## config.mk

```make
export PLATFORM = sky130hd
export DESIGN_NAME = whack_game_controller
export DESIGN_NICKNAME = d
export VERILOG_FILES = /design/src/rtl/whack_pkg.sv /design/src/rtl/whack_game_controller_tick_divider.sv /design/src/rtl/whack_game_controller.sv
export SDC_FILE = /design/constraint.sdc
export NUM_CORES = 1
export LEC_CHECK = 0
export CORE_ASPECT_RATIO = 1.2
export CORE_MARGIN = 4
export CORE_UTILIZATION = 25
export CTS_CLUSTER_DIAMETER = 120
export DETAILED_ROUTE_END_ITERATION = 6
export PLACE_DENSITY = 0.42
export SYNTH_ARGS = -nofsm -noshare
export SYNTH_HDL_FRONTEND = slang
export SYNTH_SLANG_ARGS = --single-unit
```

## constraint.sdc

```tcl
create_clock -name clock -period 2.38 [get_ports clock]
set_input_delay 0.238 -clock clock [delete_from_list [all_inputs] [get_ports clock]]
set_output_delay 0.238 -clock clock [all_outputs]
set_load 0.02 [all_outputs]
```

## src/rtl/whack_pkg.sv

```systemverilog
// Shared types and constants for the whack-a-mole game sequencer.
package whack_pkg;

   typedef enum logic [2:0] {
      IDLE = 3'd0,
      LOAD = 3'd1,
      PLAY = 3'd2,
      HIT  = 3'd3,
      OVER = 3'd4
   } state_t;

   localparam int NUM_MOLES = 3;
   localparam int SPEED_W   = 28;

   localparam logic [1:0] SEED_A = 2'b01;
   localparam logic [1:0] SEED_B = 2'b10;
   localparam logic [1:0] SEED_C = 2'b11;

   // 00 would lock the mole LFSR, so the rotation skips it.
   function automatic logic [1:0] next_seed(input logic [1:0] s);
      case (s)
         SEED_A:  return SEED_B;
         SEED_B:  return SEED_C;
         default: return SEED_A;
      endcase
   endfunction

endpackage

```

## src/rtl/whack_game_controller_tick_divider.sv

```systemverilog
// Game-timer prescaler: down-counter that strobes once every TICK_CYCLES enabled cycles.
module tick_divider #(
   parameter int TICK_CYCLES = 50_000_000
) (
   input  logic clock,
   input  logic reset_n,
   input  logic en,
   input  logic clr,
   output logic strobe
);
   localparam int CNT_W = (TICK_CYCLES > 1) ? $clog2(TICK_CYCLES) : 1;
   localparam logic [CNT_W-1:0] RELOAD = CNT_W'(TICK_CYCLES - 1);

   logic [CNT_W-1:0] cnt_q, cnt_d;

   always_comb begin
      cnt_d  = cnt_q;
      strobe = 1'b0;
      if (clr) begin
         cnt_d = RELOAD;
      end else if (en) begin
         if (cnt_q == '0) begin
            strobe = 1'b1;
            cnt_d  = RELOAD;
         end else begin
            cnt_d = cnt_q - CNT_W'(1);
         end
      end
   end

   always_ff @(posedge clock or negedge reset_n) begin
      if (!reset_n) cnt_q <= RELOAD;
      else          cnt_q <= cnt_d;
   end

endmodule

```

## src/rtl/whack_game_controller.sv

```systemverilog
// Game sequencer: start/score/miss/timer/difficulty control for the mole display controller.
// state | meaning
// IDLE  | waiting for start edge, seed rotating
// LOAD  | one cycle, reload game counters
// PLAY  | game running, buttons scored
// HIT   | one cycle turnoff strobe after a hit
// OVER  | game finished, results held, seed rotating
module whack_game_controller
   import whack_pkg::*;
#(
   parameter int                 TICK_CYCLES    = 50_000_000,
   parameter int                 GAME_SECONDS   = 30,
   parameter logic [SPEED_W-1:0] SPEED_INIT     = 28'd50_000_000,
   parameter logic [SPEED_W-1:0] SPEED_STEP     = 28'd5_000_000,
   parameter logic [SPEED_W-1:0] SPEED_MIN      = 28'd10_000_000,
   parameter int                 HITS_PER_LEVEL = 4,
   parameter int                 MAX_MISSES     = 3
) (
   input  logic                 clock,
   input  logic                 reset_n,
   input  logic                 start,
   input  logic [NUM_MOLES-1:0] hit_btn,
   input  logic [NUM_MOLES-1:0] mole,
   output logic                 game,
   output logic                 turnoff,
   output logic [1:0]           seed,
   output logic [SPEED_W-1:0]   speed,
   output logic [7:0]           score,
   output logic [7:0]           time_left,
   output logic [3:0]           misses,
   output logic [3:0]           level,
   output logic                 game_over
);
   localparam int HL_W = $clog2(HITS_PER_LEVEL + 1);

   state_t               state_q, state_d;
   logic                 game_q, game_d, turnoff_q, turnoff_d, game_over_q, game_over_d;
   logic [1:0]           seed_q, seed_d;
   logic [SPEED_W-1:0]   speed_q, speed_d;
   logic [7:0]           score_q, score_d, time_left_q, time_left_d;
   logic [3:0]           misses_q, misses_d, level_q, level_d;
   logic [HL_W-1:0]      hits_lvl_q, hits_lvl_d;
   logic                 start_q;
   logic [NUM_MOLES-1:0] btn_q;
   logic                 start_edge, is_hit, tick;
   logic [NUM_MOLES-1:0] btn_edge;

   tick_divider #(.TICK_CYCLES(TICK_CYCLES)) u_tick (
      .clock  (clock),
      .reset_n(reset_n),
      .en     ((state_q == PLAY) || (state_q == HIT)),
      .clr    (state_q == LOAD),
      .strobe (tick)
   );

   always_comb begin
      start_edge  = start & ~start_q;
      btn_edge    = hit_btn & ~btn_q;
      is_hit      = $onehot(btn_edge) && ((btn_edge & mole) != '0);
      state_d     = state_q;
      seed_d      = seed_q;
      speed_d     = speed_q;
      score_d     = score_q;
      time_left_d = time_left_q;
      misses_d    = misses_q;
      level_d     = level_q;
      hits_lvl_d  = hits_lvl_q;
      case (state_q)
         IDLE, OVER: begin
            seed_d = next_seed(seed_q);
            if (start_edge) state_d = LOAD;
         end
         LOAD: begin
            score_d     = '0;
            misses_d    = '0;
            level_d     = '0;
            hits_lvl_d  = '0;
            speed_d     = SPEED_INIT;
            time_left_d = 8'(GAME_SECONDS);
            state_d     = PLAY;
         end
         PLAY: begin
            if (is_hit) begin
               state_d = HIT;
               if (score_q != 8'hFF) score_d = score_q + 8'd1;
               if (hits_lvl_q == HL_W'(HITS_PER_LEVEL - 1)) begin
                  hits_lvl_d = '0;
                  if (level_q != 4'hF) level_d = level_q + 4'd1;
                  // speed never drops below SPEED_MIN, so the difference cannot underflow
                  speed_d = ((speed_q - SPEED_MIN) >= SPEED_STEP) ? speed_q - SPEED_STEP : SPEED_MIN;
               end else begin
                  hits_lvl_d = hits_lvl_q + HL_W'(1);
               end
            end else if (btn_edge != '0) begin
               misses_d = misses_q + 4'd1;
               if (misses_d == 4'(MAX_MISSES)) state_d = OVER;
            end
         end
         HIT:     state_d = PLAY;
         default: state_d = IDLE;
      endcase
      // expiry overrides HIT so a last-second hit scores without a turnoff pulse
      if (tick) begin
         time_left_d = time_left_q - 8'd1;
         if (time_left_d == '0) state_d = OVER;
      end
      game_d      = (state_d == PLAY) || (state_d == HIT);
      turnoff_d   = (state_d == HIT);
      game_over_d = (state_d == OVER);
   end

   always_ff @(posedge clock or negedge reset_n) begin
      if (!reset_n) begin
         state_q     <= IDLE;
         game_q      <= 1'b0;
         turnoff_q   <= 1'b0;
         game_over_q <= 1'b0;
         seed_q      <= SEED_A;
         speed_q     <= SPEED_INIT;
         score_q     <= '0;
         time_left_q <= 8'(GAME_SECONDS);
         misses_q    <= '0;
         level_q     <= '0;
         hits_lvl_q  <= '0;
         start_q     <= 1'b0;
         btn_q       <= '0;
      end else begin
         state_q     <= state_d;
         game_q      <= game_d;
         turnoff_q   <= turnoff_d;
         game_over_q <= game_over_d;
         seed_q      <= seed_d;
         speed_q     <= speed_d;
         score_q     <= score_d;
         time_left_q <= time_left_d;
         misses_q    <= misses_d;
         level_q     <= level_d;
         hits_lvl_q  <= hits_lvl_d;
         start_q     <= start;
         btn_q       <= hit_btn;
      end
   end

   assign game      = game_q;
   assign turnoff   = turnoff_q;
   assign game_over = game_over_q;
   assign seed      = seed_q;
   assign speed     = speed_q;
   assign score     = score_q;
   assign time_left = time_left_q;
   assign misses    = misses_q;
   assign level     = level_q;

endmodule
```

# == Word level (Yosys, flattened, before mapping) ==
# Index checks and enable logic that the tools add are counted.
# totals
regBits,93
latch_bits,0
mem_bits_rw,0
romBits,0
input_bits,9
out_inout_bits,57
wordCells,101
memories,0
# op_classes
n_addsub,10
multipliers,0
div_mod_pow,0
magnitude_cmp,1
n_eq_ne,20
n_shift,0
mux,33
bitwise,5
reduce_logical,18
# op_table
cell,count
28-bit 2-to-1 mux,3
26-bit 2-to-1 mux,3
28-bit case mux with 2 select lines,1
8-bit 2-to-1 mux,4
28-bit by 23-bit greater-or-equal comparator with 1-bit output (second input constant),1
28-bit by 23-bit subtractor with 28-bit output (second input constant),1
28-bit by 24-bit subtractor with 28-bit output (second input constant),1
26-bit logical NOT,1
26-bit by 1-bit subtractor with 26-bit output (second input constant),1
3-bit 2-to-1 mux,8
4-bit 2-to-1 mux,5
4-bit case mux with 2 select lines,2
8-bit case mux with 2 select lines,1
3-bit by 2-bit == test with 1-bit output (second input constant),5
3-bit case mux with 3 select lines,1
3-bit AND reduction,3
4-bit by 1-bit adder with 4-bit output (second input constant),2
8-bit by 1-bit adder with 8-bit output (second input constant),1
8-bit logical NOT,1
2-bit by 1-bit inequality test with 1-bit output (second input constant),4
8-bit inequality test (second input constant),1
8-bit by 1-bit subtractor with 8-bit output (second input constant),1
3-bit AND,2
3-bit == test (second input constant),2
23 further kinds,32

# == Depth between registers and ports, before layout ==
# logic_depth
ltp_word,12
depth_mapped,11
depth_no_buf,10

# == Cells and area by module ==
# Synthesis repeated with hierarchy kept, for this count alone.
# hier_totals
hier_cells,602
area_unflattened_um2,5427.7
# modules_own_cells
mod,n_inst,cells_per_inst,area_per_inst_um2,seq_area_each_um2
whack_game_controller,1,441,3898.7,1547.7
tick_divider,1,161,1529.0,673.1

# == Worst setup path before layout ==
# No wires, ideal clock.
# synth_timing
path_kind,register to register
start,"reg speed_q[7], in the netlist speed[7]"
end,"reg speed_q[27], in the netlist speed[27]"
setup_time_ns,0.083
t_arrival_ns,2.546
required_ns,2.297
path_slack_ns,-0.248
path_stages_with_launch,11
n_path_buf,0
synth_period_minus_slack_ns,2.628
path_cell_list,dfstp_2 inv_1 ha_1 a21o_1 a21oi_1 o21a_1 o31ai_1 or3_1 or3_1 or3_1 o21ai_0
# synth_via
elab_chain_len,6
elab_cells_between_ends,7
classes_between,2 x add/sub; 1 x order compare; 4 x mux
# synth_rtl
item,line_no,source
from (decl),whack_game_controller.sv:39,"logic [SPEED_W-1:0] speed_q, speed_d;"
from (signal assigned),whack_game_controller.sv:133,speed_q <= speed_d;
28-bit by 24-bit subtractor with 28-bit output,whack_game_controller.sv:90,speed_d = ((speed_q - SPEED_MIN) >= SPEED_STEP) ? speed_q - SPEED_STEP : SPEED_MIN;
28-bit by 23-bit greater-or-equal comparator with 1-bit output,whack_game_controller.sv:90,
28-bit 2-to-1 mux *,whack_game_controller.sv:90,
28-bit 2-to-1 mux *,whack_game_controller.sv:86,if (hits_lvl_q == HL_W'(HITS_PER_LEVEL - 1)) begin
28-bit 2-to-1 mux *,whack_game_controller.sv:83,if (is_hit) begin
28-bit case mux with 2 select lines *,whack_game_controller.sv:68,case (state_q)
# Every way passes the cells marked *; elsewhere a longest branch is shown, timed or not. The select of a mux whose other input is x is not followed.
# A chain may end at the register's enable or synchronous reset.

# == Final worst setup path ==
# Same ends and word-level chain as after synthesis.

==> flow_metrics.py <==
metrics = {
    "finish": {
        "syn2layout_area_growth_pct": 42.7,
        "drive_above_1_share_pct": 30.2,
        "nets": 736,
        "design_area_um2": 7370,
        "n_antenna_cell": 0,
        "fin_cells": 981,
    },
    "power": {
        "p_sw_mw": 2.82,
        "p_comb_share_pct": 44.6,
        "power.internal_mw": 4.57,
        "clkPwrFrac_pct": 20.2,
        "p_leak_nw": 3.02,
        "ir_drop_mv": 0.440,
        "pwr-share-seq_pct": 35.2,
        "p_sw_share_pct": 38.2,
        "total_power_mw": 7.40,
        "powerDensity_nw_per_um2": 1000,
    },
    "worst_setup_path": {
        "reg2reg_slack_ns": -0.09,
        "start_kind": "flop",
        "worstPathArrival_ns": 2.75,
        "reg2reg_from": "speed[7]",
        "setup.worst_path.end_class": "flop",
        "worst-r2r-cell-count": 10,
        "reg2reg_to": "speed[27]",
        "critPathKind": "flop to flop",
        "worstPathRequired_ns": 2.66,
        "worstPathMaxFanout": 3,
    },
    "floorplanning": {
        "initial_utilization_pct": 25.5,
        "core_um2": 20300,
        "ios": 66,
        "fp.dieH_um": 165,
        "die-area_um2": 23000,
        "row_count": 57,
        "die_w_um": 139,
    },
    "route": {
        "initialDrtViolationCount": 154,
        "drcViolationCount": 0,
        "ant_nets": 0,
        "vias_per_cell": 4.78,
        "first_pass_iters": 5,
        "finalWirelength_um": 15200,
        "vias": 4694,
        "routedWlPerCell_um": 15.4,
    },
    "grt": {
        "grt_max_degree": 67,
        "grt_usage_pct": 13.1,
        "antenna_found_initial": 0,
        "first_global_vias": 4804,
        "grt_overflow": 0,
        "grt_first_pass_wirelength_um": 24500,
    },
    "cts": {
        "cts_inserted_buffers": 9,
        "worst_skew_pair.late_latency_ns": 0.35,
        "cts_tree": "yes",
        "cts_sinks": 87,
        "cts_max_level": 3,
        "root_buffer": "clkbuf_16",
        "clk_path_buf_depth": 2,
        "clk_pin_slew_ns": 0.07,
    },
    "status": {
        "violations": "setup timing",
        "status": "finished with violations",
    },
    "sta": {
        "max_clock_freq_mhz": 404,
        "setup_viol": 7,
        "rsz0062_at_grt": "true",
        "postLayoutSetupSlackWorst_ns": -0.0940,
        "worstMarginPinSlew_ns": 0.531,
        "max_slew_margin_pct": 64.4,
        "finalHoldViolations": 0,
        "fin_crit_ns": 2.47,
        "fin_skew_ns": 0.0107,
        "tns_ns": -0.313,
        "finalCritPeriodShare_pct": 104,
        "maxSlewViolCount": 0,
    },
    "logic_synthesis": {
        "synth.top_cell.area_share_pct": 25.2,
        "yosys.area.top_type": "dfrtp_1",
        "ys_types": 71,
        "yosys_warnings": 0,
        "synthTopCellsByCount": "nand2_1 (62), dfrtp_1 (52), nor2_1 (44), o21ai_0 (37), dfstp_2 (35)",
        "syn_area_um2": 5170,
        "synthArstFlopShare_pct": 100,
        "synth-edff-count": 0,
        "yosys_most_used_dff": "dfrtp_1",
        "netlist_instances": 561,
        "ys_ff_latch": 87,
        "synth.avg_cell_area_um2": 9.21,
        "ys_seq_area_share_pct": 43.0,
        "synth.most_common_cell": "nand2_1",
        "ys_top_cells_by_area": "dfrtp_1 (25%), dfstp_2 (18%), xnor2_1 (4.7%)",
    },
    "place": {
        "finalWeightedCongestion": 0.823,
        "portBuffers": 59,
        "placed_cells": 952,
        "dp_hpwl_um": 10800,
        "dpl_cell_area_um2": 6670,
        "dp_slack_ns": -0.822,
    },
    "hold_path": {
        "min_path_cells": 1,
        "hp-class": "primary input to flop",
        "hold_start": "hit_btn[1]",
        "holdPathEnd": "btn_q[1]",
    },
    "run": {
        "max-cap-violations": 0,
    },
}
[repair_timing]
item | CTS | global route
gates cloned | 1 | 1
buffers inserted | 4 | 6
pin swaps | 14 | 23
hold endpoints to repair | 9 | 0
setup endpoints to repair | 30 | 40
hold buffers | 1 | 0
resized for setup | 30 | 45
[power by group through the flow]
stage	clock network, mW	registers (mW)	logic (mW)
floorplan	0	2.80	1.43
global placement	0	2.59	3.05
detailed placement	0	2.61	3.09
CTS	1.54	2.59	3.21
global route	1.61	2.70	3.61
finish	1.49	2.61	3.30
[routing by layer]
| metal | track usage [%] | vias up | wire (um) | part of all wire [%] |
|---|---|---|---|---|
| met5 | 0 | - | 0 | 0 |
| met4 | 5.60 | 0 | 347 | 2.3 |
| met3 | 1.90 | 25 | 473 | 3.1 |
| met2 | 22.9 | 94 | 7580 | 50 |
| met1 | 16.2 | 2281 | 6750 | 45 |
| li1 | - | 2294 | - | - |
[worst max-delay path, cell delays in order, from the launching register on]
cell and delay [ns]:
dfstp_2 0.53, inv_2 0.06, ha_2 0.16, a21o_1 0.18, a21oi_2 0.16, o21a_1 0.18
o31ai_4 0.09, or3_1 0.34, or3_1 0.34, or3_1 0.31, o21ai_1 0.07
[layout make-up]
| cell class | count | area (um^2) |
|---|---|---|
| well taps | 265 | 332 |
| inverters | 23 | 86.3 |
| repair buffers | 163 | 1410 |
| fillers | 2119 | 12900 |
| clock buffers | 13 | 272 |
| flip-flops and latches | 87 | 2220 |
| clock inverters | 3 | 40.0 |
| multi-input cells | 427 | 3020 |
[cell usage in the layout, fill, tap and decap left out, types with 6 or more instances in the layout]
cell type        instances
a21oi_1                 15
a31oi_1                  8
buf_4                   96
buf_6                    6
clkbuf_16               10
clkdlybuf4s50_1         57
conb_1                   6
dfrtp_1                 52
dfstp_2                 35
ha_1                    12
inv_1                   21
nand2_1                 59
nand3_1                 20
nand4_1                  7
nor2_1                  40
nor3_1                  12
nor4_1                   6
o21ai_0                 32
o31ai_1                  6
or3_1                   18
xnor2_1                 28
xor2_1                  18
[sequential cells by signal, summed over array words and instances (netlist names)]
name / flops
hits_lvl_q: 3
btn_q: 3
speed: 22
seed: 2
game_over: 1
start_q: 1
time_left: 8
misses: 4
turnoff: 1
game: 1
state_q: 3
u_tick.cnt_q: 26
score: 8
level: 4
[logic make-up (layout without fill, tap and decap cells)]
kind of cell    count (synthesis)  after routing  share of synthesized area [%]
buf+inv                        52            202                           4.70
fa+ha+maj                      16             16                           4.02
other cells                     1              6                         0.0726
flops                          87             87                           43.0
mux                             4              4                          0.775
compound gates                125            125                           15.9
xor+xnor                       46             46                           7.80
simple gates                  230            230                           23.7
[how the worst max path moves through the flow]
stage | start | slack, ns | cells past startpoint | to
after floorplan | speed[7] | -0.15 | 10 | speed[27]
after global placement | hit_btn[0] | -0.82 | 10 | speed[21]
after detailed placement | hit_btn[0] | -0.82 | 10 | speed[21]
after CTS | speed[7] | -0.14 | 12 | speed[8]
after global routing | speed[7] | -0.22 | 10 | speed[27]
final | speed[7] | -0.09 | 10 | speed[27]
[through the flow]
step / hold WS (ns) / util [%]
after detailed placement: 0.163 / 32.9
after floorplan: -0.0576 / -
after CTS: 0.326 / 35.2
final: 0.0583 / 36.4
after global placement: 0.159 / 32.9
after global routing: 0.0580 / 36.4
Power figures use the tool's default switching activity.
